$ cat config.mk
export PLATFORM = sky130hd
export DESIGN_NAME = div_iter
export DESIGN_NICKNAME = d
export VERILOG_FILES = /design/src/rtl/div_iter.sv
export SDC_FILE = /design/constraint.sdc
export NUM_CORES = 1
export LEC_CHECK = 0
export CAP_MARGIN = 5
export CELL_PAD_IN_SITES_DETAIL_PLACEMENT = 0
export CELL_PAD_IN_SITES_GLOBAL_PLACEMENT = 1
export CORE_ASPECT_RATIO = 2
export CORE_UTILIZATION = 41
export DETAILED_ROUTE_END_ITERATION = 7
export HOLD_SLACK_MARGIN = 0.02
export PLACE_DENSITY_LB_ADDON = 0.1
export SKIP_CTS_REPAIR_TIMING = 1
export SLEW_MARGIN = 0
export SYNTH_ARGS = -nofsm -noshare
export SYNTH_HDL_FRONTEND = slang
export SYNTH_SLANG_ARGS = --single-unit
$ cat constraint.sdc
create_clock -name clk -period 3.2 [get_ports clk]
set_input_delay 0.32 -clock clk [delete_from_list [all_inputs] [get_ports clk]]
set_output_delay 0.32 -clock clk [all_outputs]
set_load 0.005 [all_outputs]
$ cat src/rtl/div_iter.sv
// -----------------------------------------------------------------------------
// div_iter - iterative radix-2 restoring divider
//
// Takes unsigned magnitudes from the operand-magnitude stage and produces a
// signed quotient plus an unsigned remainder magnitude, one quotient bit per
// clock.
//
// Ports
//   clk        clock, every state update on the rising edge
//   rst        synchronous reset, active-high, wins in every state
//   start      operation request, only looked at while idle
//   N          dividend magnitude (unsigned)
//   D          divisor magnitude (unsigned)
//   signo      1 = return the quotient negated (two's complement)
//   busy       1 while iterating or fixing up the sign (RUN, FIX)
//   done       one-cycle pulse, Q/R/dbz are valid for the new result
//   Q          quotient, two's complement when signo was 1
//   R          remainder magnitude, never negated
//   dbz        divide-by-zero flag of the last completed operation
//   state_dbg  current FSM state (0 IDLE, 1 RUN, 2 FIX, 3 DONE)
//
// Handshake: a request is accepted only on a rising edge where the FSM is in
// IDLE and start=1; the operands are captured on that same edge. A start seen
// while busy or done is high is dropped, not queued, and its operands are
// never captured. done is high for exactly the one cycle spent in DONE, and
// Q/R/dbz then hold until the next completion or reset.
// -----------------------------------------------------------------------------
module div_iter #(
  parameter int WIDTH = 32
) (
  input  logic             clk,
  input  logic             rst,
  input  logic             start,
  input  logic [WIDTH-1:0] N,
  input  logic [WIDTH-1:0] D,
  input  logic             signo,
  output logic             busy,
  output logic             done,
  output logic [WIDTH-1:0] Q,
  output logic [WIDTH-1:0] R,
  output logic             dbz,
  output logic [1:0]       state_dbg
);

  localparam int CW = $clog2(WIDTH) + 1;
  localparam logic [CW-1:0]    CNT_LAST = CW'(WIDTH - 1);
  localparam logic [CW-1:0]    CNT_ONE  = CW'(1);
  localparam logic [WIDTH-1:0] ONE      = WIDTH'(1);

  typedef enum logic [1:0] {
    S_IDLE = 2'd0,
    S_RUN  = 2'd1,
    S_FIX  = 2'd2,
    S_DONE = 2'd3
  } state_t;

  state_t state;
  state_t state_nxt;

  // Working registers of the iteration.
  logic [WIDTH-1:0] quo;   // dividend bits shift out the top, quotient bits in the bottom
  logic [WIDTH-1:0] rem;   // partial remainder, always < dvs
  logic [WIDTH-1:0] dvs;   // captured divisor
  logic             sgn;   // captured quotient sign
  logic [CW-1:0]    cnt;   // iterations already performed

  // Per-iteration datapath.
  logic [WIDTH:0]   trial;
  logic             fits;
  logic [WIDTH-1:0] rem_sub;
  logic             last_iter;
  logic             req_ok;
  logic             req_dbz;

  // The trial value needs WIDTH+1 bits: with a divisor above 2^(WIDTH-1)
  // the shifted remainder can exceed WIDTH bits before the subtraction.
  assign trial = {rem, quo[WIDTH-1]};
  assign fits  = (trial >= {1'b0, dvs});
  // When fits is true the true difference is below dvs, so it is exactly
  // the low WIDTH bits of the modular subtraction.
  assign rem_sub   = trial[WIDTH-1:0] - dvs;
  assign last_iter = (cnt == CNT_LAST);

  assign req_ok  = (state == S_IDLE) && start && (D != '0);
  assign req_dbz = (state == S_IDLE) && start && (D == '0);

  // ---------------------------------------------------------------------------
  // FSM: state register
  // ---------------------------------------------------------------------------
  always_ff @(posedge clk) begin
    if (rst) begin
      state <= S_IDLE;
    end else begin
      state <= state_nxt;
    end
  end

  // ---------------------------------------------------------------------------
  // FSM: next state
  // ---------------------------------------------------------------------------
  always_comb begin
    state_nxt = state;
    case (state)
      S_IDLE: begin
        if (req_ok) begin
          state_nxt = S_RUN;
        end else if (req_dbz) begin
          // Nothing to iterate: the result is known on the accepting edge.
          state_nxt = S_DONE;
        end
      end
      S_RUN: begin
        if (last_iter) begin
          state_nxt = S_FIX;
        end
      end
      S_FIX:   state_nxt = S_DONE;
      S_DONE:  state_nxt = S_IDLE;
      default: state_nxt = S_IDLE;
    endcase
  end

  // ---------------------------------------------------------------------------
  // FSM: outputs
  // ---------------------------------------------------------------------------
  always_comb begin
    busy      = 1'b0;
    done      = 1'b0;
    state_dbg = state;
    case (state)
      S_RUN:   busy = 1'b1;
      S_FIX:   busy = 1'b1;
      S_DONE:  done = 1'b1;
      default: ;
    endcase
  end

  // ---------------------------------------------------------------------------
  // Datapath registers
  // ---------------------------------------------------------------------------
  always_ff @(posedge clk) begin
    if (rst) begin
      quo <= '0;
      rem <= '0;
      dvs <= '0;
      sgn <= 1'b0;
      cnt <= '0;
      Q   <= '0;
      R   <= '0;
      dbz <= 1'b0;
    end else begin
      case (state)
        S_IDLE: begin
          if (req_ok) begin
            quo <= N;
            dvs <= D;
            sgn <= signo;
            rem <= '0;
            cnt <= '0;
          end else if (req_dbz) begin
            // Divide by zero: fixed all-ones quotient, dividend as remainder,
            // deliberately without applying the sign.
            Q   <= '1;
            R   <= N;
            dbz <= 1'b1;
          end
        end
        S_RUN: begin
          quo <= {quo[WIDTH-2:0], fits};
          rem <= fits ? rem_sub : trial[WIDTH-1:0];
          cnt <= cnt + CNT_ONE;
        end
        S_FIX: begin
          // Negation wraps modulo 2^WIDTH, so a zero quotient stays zero.
          Q   <= sgn ? (~quo + ONE) : quo;
          R   <= rem;
          dbz <= 1'b0;
        end
        default: ;
      endcase
    end
  end

  // ---------------------------------------------------------------------------
  // Local properties
  // ---------------------------------------------------------------------------
  a_done_single : assert property (@(posedge clk) disable iff (rst) done |=> !done);
  a_busy_done_excl : assert property (@(posedge clk) disable iff (rst) !(busy && done));
  a_run_count : assert property (@(posedge clk) disable iff (rst)
                                 (state == S_RUN) |-> (cnt <= CNT_LAST));

endmodule

==> results of run 1 <==
## layer usage
layer  routed length [um]  vias to the layer above  track usage (%)  share of wire, %
li1                     -                     4193                -                 -
met2                14400                      171             44.5                55
met4                  898                        0             10.3               3.4
met3                  823                       46             2.95               3.1
met5                    0                        -                0                 0
met1                10300                     3809             26.2                39
## power breakdown
| part | leakage, nW | internal (mW) | switching, mW |
|---|---|---|---|
| Sequential | 1.39 | 2.66 | 0.546 |
| Clock | 0.325 | 1.47 | 0.874 |
| Combinational | 2.90 | 3.22 | 3.85 |
| Total | 4.61 | 7.35 | 5.27 |
## path summary, 6_finish.rpt
kind,cells after the start,from,to
worst max register to register,11,dvs[12],rem[8]
worst min register to register,2,dvs[17],dvs[17]
worst max-delay path,11,dvs[12],rem[8]
worst min-delay path,2,rst,cnt[0]
## final cells by class
cell class,instances,area [um^2],area share [%]
antenna,1,2.50,0.0210
clock buffer,21,480,4.04
clock inverter,11,189,1.59
inverter,44,165,1.39
multi-input combinational,794,5470,46.0
sequential,170,3400,28.6
tap,276,345,2.90
timing repair buffer,183,1840,15.4
## logic make-up after synthesis
family | Yosys count | synth area share (%)
xor gates and xnor gates | 62 | 5.86
DFF | 170 | 36.7
adders and majority gates | 40 | 5.48
buffers and inverters | 117 | 4.91
and+or+nand+nor | 303 | 14.3
muxes | 110 | 11.9
AOI/OAI and AO/OA | 279 | 20.9
## Yosys cell counts (28+ instances only)
library cell / instances
nand2_1: 58
dfxtp_1: 170
inv_1: 44
nor2_1: 164
a211oi_1: 70
ha_1: 39
xor2_1: 34
xnor2_1: 28
clkbuf_1: 55
o21ai_0: 49
a21oi_1: 33
mux2i_1: 110
## critical path, cell delays in order, from the launching register on
cell,delay (ns)
dfxtp_1,0.33
inv_1,0.04
ha_1,0.37
o21ai_1,0.18
a2111oi_4,0.41
o21ai_1,0.14
and2_1,0.19
or3b_1,0.37
a21o_1,0.19
buf_12,0.17
buf_4,0.19
o311ai_0,0.32
## stage by stage
stage          utilization, %  cells  setup slack [ns]  power, mW
2_1_floorplan               -   1081             0.540       7.90
3_3_place_gp             50.6   1467             0.206       10.3
3_5_place_dp             50.6   1467             0.122       10.3
4_1_cts                  53.6   1499             0.100       12.7
5_1_grt                  53.7   1500            0.0117       13.5
6_report                 53.7   1500             0.178       12.6
## placed cells by master (no fill, tap or decap), types with 13 or more instances in the layout
master             n
nand3_1           18
a211oi_1          69
a21o_1            13
mux2i_1          110
nor2_1           163
a32oi_1           13
o21ai_0           49
nand2_1           58
ha_1              37
inv_1             44
xnor2_1           28
a21oi_1           32
buf_4             38
o22ai_1           15
clkdlybuf4s50_1  135
o31ai_1           18
xor2_1            34
a311oi_1          18
clkbuf_16         17
dfxtp_1          170
nor3_1            13
## state kept, by name, indices dropped and copies added, names as in the netlist
register   cells
Q             32
dvs           32
sgn            1
quo           32
dbz            1
R             32
cnt            6
rem           32
state_dbg      2
==> impl_results.md, run 1 <==
- Status: completed
- Vias: 8219
- DRC Markers: 0
- DR pass1 iterations: 4
- Post-synth ARST share: 0%
- I/O pins: 137
- Nets@finish: 1318
- Peak supply drop: 0.592 mV
- PwrDens: 1060 mW/mm^2
- Finished Cell Area: 0.0119 mm^2
- FF+latch count, synth: 170
- Max_cap viols: 0
- EDFF count, synth: 0
- Post-Syn Instances: 1081
- Startpoint types: register
- Final Max Slew Viols: 0
- Leak: 4.61 nW
- Synth cell types: 56
- Hold crit path type: primary input to register
- Vias in the first global route: 8125
- Final worst-path cycle share: 94.5%
- Routed wire length: ~26 mm
- Chip Height: 215 um
- Achievable Freq: 0.331 GHz
- Htree depth: 4
- CTS Root Cell: clkbuf_16
- Worst Setup End Kind: register
- Vias per cell: 5.48
- Crit-path max FO: 33
- All-layer global routing usage: roughly a quarter
- Gr ovfl total: 0
- First-pass GRT wire length: 42.8 mm
- Final Skew: between 0.008 and 0.009 ns
- Required @ worst endpoint: 3.52 ns
- Die footprint: 0.0233 mm^2
- Crit path DAT: 3.35 ns
- Iteration-0 DRC Markers: between 200 and 300
- Synthesis-to-layout area growth: 28.3%
- CTS clk-pin slew, worst paths: ~0.070 ns
- Synth top area share: 36.7%
- Fin Hold WS: approximately 0.32 ns
- Port buffer count: 136
- Longest Clk Path Bufs: 2
- Num rows: 77
- Final Hold Fails: 0
- Most area-hungry cell type in the Yosys netlist: dfxtp_1
- Share of layout cells above drive strength 1: between 7 and 8%
- Clock Latency Late Sink: 0.44 ns
- Total negative slack: 0 ns
- Max-slew headroom: 52.9%
- Core area: 0.0222 mm^2
- Placed Area: 0.0112 mm^2
- # fillers: 2143
- DP HPWL: 20.5 mm
- Post-Syn Nets: 1189
- Kind of critical path: register to register
- GP Congestion: just over 0.9
- Die Span X: about 110 um
- Worst Tran Pin Value: a little over 0.7 ns
- Syn_area_per_cell: 8.58 um^2
- TritonCTS clock tree: done
- Largest net degree at the start of global routing: between 100 and 150
- Minimum clock period after layout: 3.02 ns
- Top cells by area, synth: dfxtp_1 37%, mux2i_1 12%, nor2_1 6.6%
- Most common flop cell mapped by yosys: dfxtp_1
- Final setup fails: 0
- Antenna violations before repair: 1
- Sequential-to-total area share from yosys stat: a little under two fifths
- TritonCTS buffer count: 17
- Mapped Area: 0.00927 mm^2
- Sink Count: 170
- Initial core utilization: 41.8%
- Synthesis warning total: 0
- Final ANT Viol Nets: 0
- DR WL/cell: 17.6 um
- RSZ-0062 raised after global routing: false
- Worst reg2reg setup slack: about 0.18 ns
Power figures use the tool's default switching activity.
==> run 2, diff against run 1 <==
Settings changed: ABC_CLOCK_PERIOD_IN_PS set to 3200.
==> results of run 2 <==
No change in the layout: final DEF, timing and power equal those of run 1.
==> run 3, diff against run 2 <==
Settings changed: ABC_AREA set to 1, ABC_CLOCK_PERIOD_IN_PS 3200 to 3900, CORE_UTILIZATION 41 to 42.
Clock period 3.2 ns to 3.9 ns, I/O delays scaled along.
==> run 3 against run 2 <==
Effect of this change: first-iteration DRC count rose to 2.6 times the previous value; highest routed layer unchanged; synthesized cell count is 49% higher; largest cell class unchanged; worst hold slack improved by 0.14 ns; wire length increased by 20%; sequential power down 19%; combinational power down 43%; non-clock buffer count decreased by 36; largest power group unchanged.
==> impl_results.md, run 3 <==
- Kind of critical path: register to register
- Most common cell in the netlist: nand2_1
- Synth top area share: 33.2% (-3.5 points)
- Status: completed
- Crit-path max FO: 31 (-6.1%)
- Peak supply drop: 0.337 mV (-43%)
- Max-slew headroom: 37.1% (-16 points)
- Max_cap viols: 0 (unchanged)
- Iteration-0 DRC Markers: 663 (+160%)
- DRC Markers: 0 (unchanged)
- Most common flop cell mapped by yosys: dfxtp_1
- Met1 GRT Util: 27.8% (+1.6 points)
- Met3 global-route usage: 3.21% (+0.26 points)
- Hold crit path type: register to register
- TritonCTS buffer count: 17 (unchanged)
- Routed wire length: 31.6 mm (+20%)
- Fin Hold WS: 0.457 ns (+0.138 ns)
- Setup WS pre-CTS: 0.659 ns (+0.537 ns)
- Initial core utilization: 42.9% (+1.1 points)
- Final worst-path cycle share: 71.1% (-23 points)
- DR pass1 iterations: 5 (+1)
- Crit path DAT: 3.07 ns (-0.28 ns)
- Top cells by area, synth: dfxtp_1 33%, nand2_1 19%, inv_1 7.5%
- RSZ-0062 raised after global routing: false
- Clock Latency Late Sink: 0.44 ns (about the same)
- Final ANT Viol Nets: 0 (unchanged)
- Post-Syn Instances: 1614 (+49%)
- Antenna violations before repair: 0 (-1)
- Total negative slack: 0 ns (unchanged)
- Largest net degree at the start of global routing: 101 (-2.9%)
- Startpoint types: register
- Diode count: 0 (-1)
- Vias: 10300 (+25%)
- First-pass GRT wire length: 51.4 mm (+20%)
- Synth cell types: 49 (-13%)
- DR WL/cell: 15.8 um (-11%)
- Vias per cell: 5.12 (-6.6%)
- Synthesis-to-layout area growth: 20.0%
- I/O pins: 137 (unchanged)
- Placed Area: 0.0117 mm^2 (+4.4%)
- Syn_area_per_cell: 6.36 um^2 (-26%)
- Synthesis warning total: 0 (unchanged)
- DP HPWL: 24.9 mm (+21%)
- Longest Clk Path Bufs: 2 (unchanged)
- Sequential-to-total area share from yosys stat: 33.2% (-3.5 points)
- Nets@finish: 1815 (+38%)
- Port buffer count: 136 (unchanged)
- Core area: 0.0239 mm^2 (+8.0%)
- Post-synth ARST share: 0% (unchanged)
- Mapped Area: 0.0103 mm^2 (+11%)
- Final Skew: 0.00781 ns (-0.00102 ns)
- Minimum clock period after layout: 2.77 ns (-0.250 ns)
- Most area-hungry cell type in the Yosys netlist: dfxtp_1
- Htree depth: 4 (unchanged)
- FF+latch count, synth: 170 (unchanged)
- EDFF count, synth: 0 (unchanged)
- Final Max Slew Viols: 0 (unchanged)
- Worst Setup End Kind: register
- GR peak layer: met2
- Worst Tran Pin Value: 0.943 ns (+0.237 ns)
- Gr ovfl total: 0 (unchanged)
- Tot Pwr: 8.38 mW (-34%)
- TritonCTS clock tree: done
- Most frequent cells in the layout: 525 x nand2_1, 203 x inv_1, 170 x dfxtp_1, 135 x clkdlybuf4s50_1, 123 x a21oi_1
- CTS Root Cell: clkbuf_16
- Sink Count: 170 (unchanged)
- Vias in the first global route: 10100 (+24%)
- Leading cell type in the layout, fill and taps excluded: nand2_1
- CTS clk-pin slew, worst paths: 0.06 ns (about the same)
- Share of layout cells above drive strength 1: 4.36% (-3.1 points)
- Leak: 5.47 nW (+18%)
- All-layer global routing usage: 26.4% (+2.5 points)
- Chip Height: 223 um (+3.9%)
- Num rows: 80 (+3.9%)
- Final Hold Fails: 0 (unchanged)
- Final setup fails: 0 (unchanged)
- GP Congestion: 0.890 (-2.7%)
- M2 GR Usage: 50.5% (+6.0 points)
- Synth cell count leaders: 526 x nand2_1, 204 x inv_1, 170 x dfxtp_1
- PwrDens: 680 mW/mm^2 (-36%)
- Required @ worst endpoint: 4.19 ns (+0.67 ns)
- Post-Syn Nets: 1722 (+45%)
- Worst Slack Setup Final: 1.13 ns (+0.950 ns)
- Die footprint: 0.0251 mm^2 (+8.0%)
- Die Span X: 113 um (+3.9%)
- Achievable Freq: 0.361 GHz (+9.0%)
- Finished Cell Area: 0.0123 mm^2 (+3.6%)
[run 3: cell count changes after synthesis, sizes merged, moves of 65 or more]
cell	before	now
a211oi	70	2
mux2i	110	0
a31oi	6	71
nand3	18	90
inv	44	210
a21oi	33	125
nand2	58	530
[run 3: layout make-up]
class / count / area [um^2]
clock buffers: 23 / 478
fillers: 2519 / 11600
multi-input cells: 1160 / 5710
clock inverters: 9 / 138
flip-flops and latches: 170 / 3400
repair buffers: 147 / 1440
inverters: 211 / 792
well taps: 287 / 359
[run 3: kinds of logic (layout without fill, tap and decap cells)]
family / after synthesis / after routing / synth area share (%)
simple gates: 768 / 768 / 31.0
compound gates: 322 / 322 / 17.1
buf+inv: 284 / 390 / 11.3
flops: 170 / 170 / 33.2
fa+ha+maj: 40 / 40 / 4.95
xor+xnor: 30 / 30 / 2.56
[run 3: power by group]
group | switching (mW) | total (mW) | leakage (nW) | internal [mW]
clock network | 0.726 | 1.79 | 0.286 | 1.06
registers | 0.383 | 2.59 | 1.39 | 2.21
logic | 2.52 | 4.00 | 3.78 | 1.48
total | 3.63 | 8.38 | 5.47 | 4.75
[run 3: path summary, 6_finish.rpt]
check                from      end  slack, ns  cells past startpoint
setup / recovery  rem[23]  rem[25]       1.13                     12
setup reg to reg  rem[23]  rem[25]       1.13                     12
hold / removal     dvs[8]   dvs[8]       0.46                      2
hold reg to reg    dvs[8]   dvs[8]       0.46                      2
[run 3: stage by stage]
step	utilization (%)	cells
6_report	51.5	2007
5_1_grt	51.5	2007
4_1_cts	51.5	2007
3_5_place_dp	48.9	1975
3_3_place_gp	48.9	1975
2_1_floorplan	-	1614
[run 3: worst max-delay path, cell delays in order (launching register included)]
cell and delay [ns]:
dfxtp_1 0.36, ha_1 0.45, nand2_1 0.15, nor2_1 0.41, nand2_1 0.09, nor2_1 0.10
nand3_1 0.14, nand3_1 0.14, nor2_2 0.05, nand2_2 0.41, nand2_1 0.16, nand3_1 0.10
a21oi_1 0.06
[run 3: per-layer routing]
layer	vias to the layer above	routed length (um)
li1	5373	-
met1	4633	12300
met2	209	17200
met3	55	754
met4	0	1330
met5	-	0
